<file path="src/rtl/wardriver_pkg.sv">
// Shared types and defaults for the serial stimulus path.
package wardriver_pkg;

  typedef enum logic [1:0] {
    IDLE,
    START,
    DATA,
    STOP
  } ser_state_t;

  // Default sample width, shared with the stimulus bench.
  localparam int DATA_WIDTH_DEF = 8;

endpackage

</file>
<file path="src/rtl/sample_fifo.sv">
// Synchronous sample buffer. Pointers carry one extra MSB so full and empty
// can be told apart when the index bits match.
module sample_fifo #(
  parameter int DATA_WIDTH = 8,
  parameter int FIFO_DEPTH = 4
) (
  input  logic                  clk,
  input  logic                  rst,
  input  logic [DATA_WIDTH-1:0] wdata,
  input  logic                  push,
  input  logic                  pop,
  output logic [DATA_WIDTH-1:0] rdata,
  output logic                  full,
  output logic                  empty
);

  localparam int AW = $clog2(FIFO_DEPTH);

  logic [DATA_WIDTH-1:0] mem [FIFO_DEPTH];
  logic [AW:0]           wptr, rptr;

  assign empty = (wptr == rptr);
  assign full  = (wptr[AW] != rptr[AW]) && (wptr[AW-1:0] == rptr[AW-1:0]);
  assign rdata = mem[rptr[AW-1:0]];

  // Pointer advance; overflow and underflow requests are dropped here.
  always_ff @(posedge clk or posedge rst) begin
    if (rst) begin
      wptr <= '0;
      rptr <= '0;
    end else begin
      if (push && !full)  wptr <= wptr + 1'b1;
      if (pop  && !empty) rptr <= rptr + 1'b1;
    end
  end

  // Storage needs no reset; the pointers define what is valid.
  always_ff @(posedge clk) begin
    if (push && !full) mem[wptr[AW-1:0]] <= wdata;
  end

endmodule

</file>
<file path="src/rtl/signal_serializer.sv">
// Framing serializer: buffers parallel samples and sends each as
// start(0), data LSB first, stop(1), every bit held BIT_CYCLES clocks.
// The line register d follows the FSM state by one cycle.
module signal_serializer
  import wardriver_pkg::*;
#(
  parameter int DATA_WIDTH = DATA_WIDTH_DEF,
  parameter int FIFO_DEPTH = 4,
  parameter int BIT_CYCLES = 1
) (
  input  logic                  clk,
  input  logic                  rst,
  input  logic [DATA_WIDTH-1:0] in_data,
  input  logic                  in_valid,
  output logic                  in_ready,
  output logic                  d,
  output logic                  busy,
  output logic                  frame_done
);

  localparam int CW = (BIT_CYCLES > 1) ? $clog2(BIT_CYCLES) : 1;
  localparam int IW = $clog2(DATA_WIDTH);
  localparam logic [CW-1:0] CNT_LAST = CW'(BIT_CYCLES - 1);
  localparam logic [IW-1:0] IDX_LAST = IW'(DATA_WIDTH - 1);

  ser_state_t            state, state_nxt;
  logic [CW-1:0]         cnt;
  logic [IW-1:0]         idx;
  logic [DATA_WIDTH-1:0] shift, fifo_q;
  logic                  full, empty, push, pop, bit_end;

  assign in_ready = !full;
  assign push     = in_valid && !full;
  assign bit_end  = (cnt == CNT_LAST);
  assign busy     = (state != IDLE);

  sample_fifo #(
    .DATA_WIDTH(DATA_WIDTH),
    .FIFO_DEPTH(FIFO_DEPTH)
  ) u_fifo (
    .clk  (clk),
    .rst  (rst),
    .wdata(in_data),
    .push (push),
    .pop  (pop),
    .rdata(fifo_q),
    .full (full),
    .empty(empty)
  );

  // State register.
  always_ff @(posedge clk or posedge rst) begin
    if (rst) state <= IDLE;
    else     state <= state_nxt;
  end

  // Next state, pop request and end-of-frame pulse.
  always_comb begin
    state_nxt  = state;
    pop        = 1'b0;
    frame_done = 1'b0;
    case (state)
      IDLE: begin
        if (!empty) begin
          pop       = 1'b1;
          state_nxt = START;
        end
      end
      START: if (bit_end) state_nxt = DATA;
      DATA:  if (bit_end && idx == IDX_LAST) state_nxt = STOP;
      STOP: begin
        if (bit_end) begin
          frame_done = 1'b1;
          if (!empty) begin
            pop       = 1'b1;
            state_nxt = START;
          end else begin
            state_nxt = IDLE;
          end
        end
      end
      default: state_nxt = IDLE;
    endcase
  end

  // Bit timing counter, bit index and data shift register.
  always_ff @(posedge clk or posedge rst) begin
    if (rst) begin
      cnt   <= '0;
      idx   <= '0;
      shift <= '0;
    end else if (pop) begin
      shift <= fifo_q;
      cnt   <= '0;
      idx   <= '0;
    end else if (state != IDLE) begin
      cnt <= bit_end ? '0 : cnt + 1'b1;
      if (state == DATA && bit_end) begin
        shift <= shift >> 1;
        idx   <= (idx == IDX_LAST) ? '0 : idx + 1'b1;
      end
    end
  end

  // Registered line driver, idles high.
  always_ff @(posedge clk or posedge rst) begin
    if (rst) begin
      d <= 1'b1;
    end else begin
      case (state)
        START:   d <= 1'b0;
        DATA:    d <= shift[0];
        default: d <= 1'b1;
      endcase
    end
  end

endmodule

</file>
<file path="config.mk">
export PLATFORM = sky130hd
export DESIGN_NAME = signal_serializer
export DESIGN_NICKNAME = d
export VERILOG_FILES = /design/src/rtl/wardriver_pkg.sv /design/src/rtl/sample_fifo.sv /design/src/rtl/signal_serializer.sv
export SDC_FILE = /design/constraint.sdc
export NUM_CORES = 1
export LEC_CHECK = 0
export ABC_AREA = 1
export ABC_CLOCK_PERIOD_IN_PS = 2000
export CAP_MARGIN = 40
export CORE_MARGIN = 1.5
export CORE_UTILIZATION = 55
export CTS_BUF_LIST = sky130_fd_sc_hd__clkbuf_4
export CTS_CLUSTER_DIAMETER = 50
export DETAILED_ROUTE_END_ITERATION = 10
export GPL_ROUTABILITY_DRIVEN = 0
export PLACE_DENSITY_LB_ADDON = 0.25
export SLEW_MARGIN = 20
export SYNTH_ARGS = -nofsm -noshare
export SYNTH_HDL_FRONTEND = slang
export SYNTH_HIERARCHICAL = 1
export SYNTH_SLANG_ARGS = --single-unit
</file>
<file path="constraint.sdc">
create_clock -name clk -period 2 [get_ports clk]
set_input_delay 0.4 -clock clk [delete_from_list [all_inputs] [get_ports clk]]
set_output_delay 0.4 -clock clk [all_outputs]
set_load 0.005 [all_outputs]
</file>
==> flow_summary.json <==
{
  "status": "completed",
  "cts_tree": "done",
  "r2r-end": "u_fifo/rptr[1]$_DFFE_PP0P_",
  "io_pins": 15,
  "p_total_w": 0.00456,
  "synth_edf_count": 32,
  "holdBufCountCts": 0,
  "clk_latency_ns": 0.37,
  "vias": 1774,
  "swShare_pct": 42.5,
  "p_int_w": 0.00262,
  "wire_per_inst_um": 12.9,
  "cellPowerDensity_mw_per_mm2": 1580,
  "gr-total-overflow": 0,
  "num_antenna_cells": 0,
  "synth_seq_cells": 52,
  "chipHeight_um": 71.0,
  "drt_iter0_drc": 68,
  "netSwitchingPower_w": 0.00194,
  "final_cell_mix": "nand2_1 (59), edfxtp_1 (32), nand3_1 (30)",
  "crit_fanout": 2,
  "syn_avg_cell_area_um2": 9.84,
  "ff2ff_path_depth": 10,
  "cts_max_level": 2,
  "fin_crit_ns": 1.85,
  "cp-startpoint": "u_fifo/wptr[0]$_DFFE_PP0P_",
  "dp_hpwl_um": 3180,
  "clockBufferDepth": 2,
  "routed_wl_um": 4400,
  "power_frac_clock_pct": 10.3,
  "clock-root-buffer": "clkbuf_4",
  "crit_type": "flop to primary output",
  "die_x_um": 71.0,
  "fp.coreArea_mm2": 0.00438,
  "grt.total_usage_pct": 19.8,
  "arrival_ns": 1.45,
  "fmax_mhz": 540,
  "grt_max_degree": 20,
  "fin_nets": 312,
  "n_fill_cell": 382,
  "fin_ws_ns": 0.149,
  "r2r_setup_slack_ns": 0.20,
  "synthTopCellsByArea": "edfxtp_1 (38%), dfrtp_1 (19%), nand2_1 (8.9%)",
  "reg2reg_from": "u_fifo/wptr[0]$_DFFE_PP0P_",
  "path_clk_slew_ns": 0.14,
  "period_share_pct": 92.5,
  "cts_buffers": 5,
  "syn_to_final_growth_pct": 13.6,
  "ys_seq_area_share_pct": 57.6,
  "final_util_pct": 65.8,
  "power_leakage_nw": 1.33,
  "tightest_slew_ns": 0.546,
  "rows": 24,
  "ys_types": 23,
  "cap_violations": 0,
  "finClkSkew_ns": 0.0127,
  "synth_top_area_cell": "edfxtp_1",
  "async_reset_ff_share_pct": 38.5,
  "cp-end-kind": "primary output",
  "initial_core_util_pct": 57.9,
  "layout.cells.non_filler": 342,
  "synth_nets": 281,
  "antenna_found_initial": 0,
  "rsz0062_at_grt": "false",
  "start_kind": "flop",
  "vdd_drop_max_mv": 0.831,
  "drc": 0,
  "final_common_cell": "nand2_1",
  "tns_ns": 0,
  "syn-instance-count": 258,
  "dr.pass1.iters": 4,
  "ant_nets": 0,
  "finalMaxSlewViolations": 0,
  "hold_viol": 0,
  "maxSlewHeadroom_pct": 63.6,
  "preCtsSetupSlack_ns": 0.140,
  "portBuffers": 14,
  "synth_top_area_share_pct": 37.8,
  "synth_ff_type": "edfxtp_1",
  "grt_pass1_wl_um": 7760,
  "dp_cells": 326,
  "ys.warnings.count": 6,
  "first_global_vias": 1739,
  "final-setup-viol-count": 0,
  "netlist_area_mm2": 0.00254,
  "dieArea_mm2": 0.00503,
  "combPwrFrac_pct": 52.4,
  "drive_gt1_share_pct": 15.5,
  "hold_path.class": "input port to asynchronous set/reset pin",
  "critPathRequiredTime_ns": 1.60,
  "routed_via_density": 5.19,
  "p_seq_share_pct": 37.3,
  "cts_sinks": 52
}
==> logic make-up (layout without fill, tap and decap cells) <==
group,after synthesis,after routing,share of synthesized area (%)
flip-flops,52,52,57.6
AND/OR/NAND/NOR,121,121,21.6
AO/OA/AOI/OAI,29,29,6.11
XOR/XNOR,3,3,1.77
adder cells (fa/ha/maj),12,12,5.91
buffers and inverters,41,73,7.00
==> cell usage after synthesis (2+ instances only) <==
cell type	number
edfxtp_1	32
nor2_1	22
o22ai_1	8
nand2_1	60
a21oi_1	3
inv_2	3
ha_1	12
inv_1	31
o21ai_0	17
nand3_1	30
nand2_4	3
buf_6	2
xor2_1	2
buf_2	4
nand2_2	3
dfrtp_1	19
==> worst max path at each step <==
stage,endpoint,slack (ns)
floorplan,u_fifo/mem[0][0]$_DFFE_PP_,0.03
global placement,u_fifo/mem[2][0]$_DFFE_PP_,0.18
detailed placement,u_fifo/mem[2][1]$_DFFE_PP_,0.14
CTS,in_ready,0.13
global route,in_ready,0.05
finish,in_ready,0.15
==> routing by layer <==
layer,vias up,global-route usage (%),part of all wire [%],wire (um)
met1,834,25.7,46,2040
met3,5,4.27,3.0,132
met5,-,0,0,0
met2,28,34.1,50,2190
li1,907,-,-,-
met4,0,5.03,1.0,45
==> power groups by stage <==
stage / sequential (W) / combinational, W / clock, W
6_report: 0.00170 / 0.00239 / 0.000468
5_1_grt: 0.00174 / 0.00275 / 0.000519
4_1_cts: 0.00170 / 0.00242 / 0.000490
3_5_place_dp: 0.00176 / 0.00226 / 0
3_3_place_gp: 0.00174 / 0.00220 / 0
2_1_floorplan: 0.00169 / 0.00177 / 0
==> per-stage QoR <==
step | cell area [um2] | hold slack (ns)
finish | 2890 | 0.262
global route | 2890 | 0.289
CTS | 2890 | 0.255
detailed placement | 2760 | 0.497
global placement | 2760 | 0.472
floorplan | 2540 | 0.191
==> what timing repair did <==
| item | CTS | global route |
|---|---|---|
| gates resized for setup | 9 | 0 |
| endpoints found under the setup margin | 2 | 0 |
| setup buffers | 8 | 0 |
==> registers in the layout, summed over array words and instances (netlist names) <==
register,count
u_fifo/rptr,3
state,2
idx,3
d,1
u_fifo/mem,32
u_fifo/wptr,3
shift,8
==> layout make-up <==
class | instances | area, um2 | area share, %
Sequential cell | 52 | 1470 | 50.8
Multi-Input combinational cell | 165 | 902 | 31.3
Timing Repair Buffer | 31 | 264 | 9.15
Inverter | 34 | 128 | 4.42
Tap cell | 52 | 65.1 | 2.25
Clock buffer | 6 | 45.0 | 1.56
Clock inverter | 2 | 16.3 | 0.564
==> critical path, cell delays in order (launching register included) <==
cell and delay (ns):
dfrtp_2 0.47, xnor2_4 0.20, nand3_4 0.09, inv_2 0.06
inv_1 0.03, dlygate4sd2_1 0.25
No activity file was read; power rests on OpenSTA's default activity.
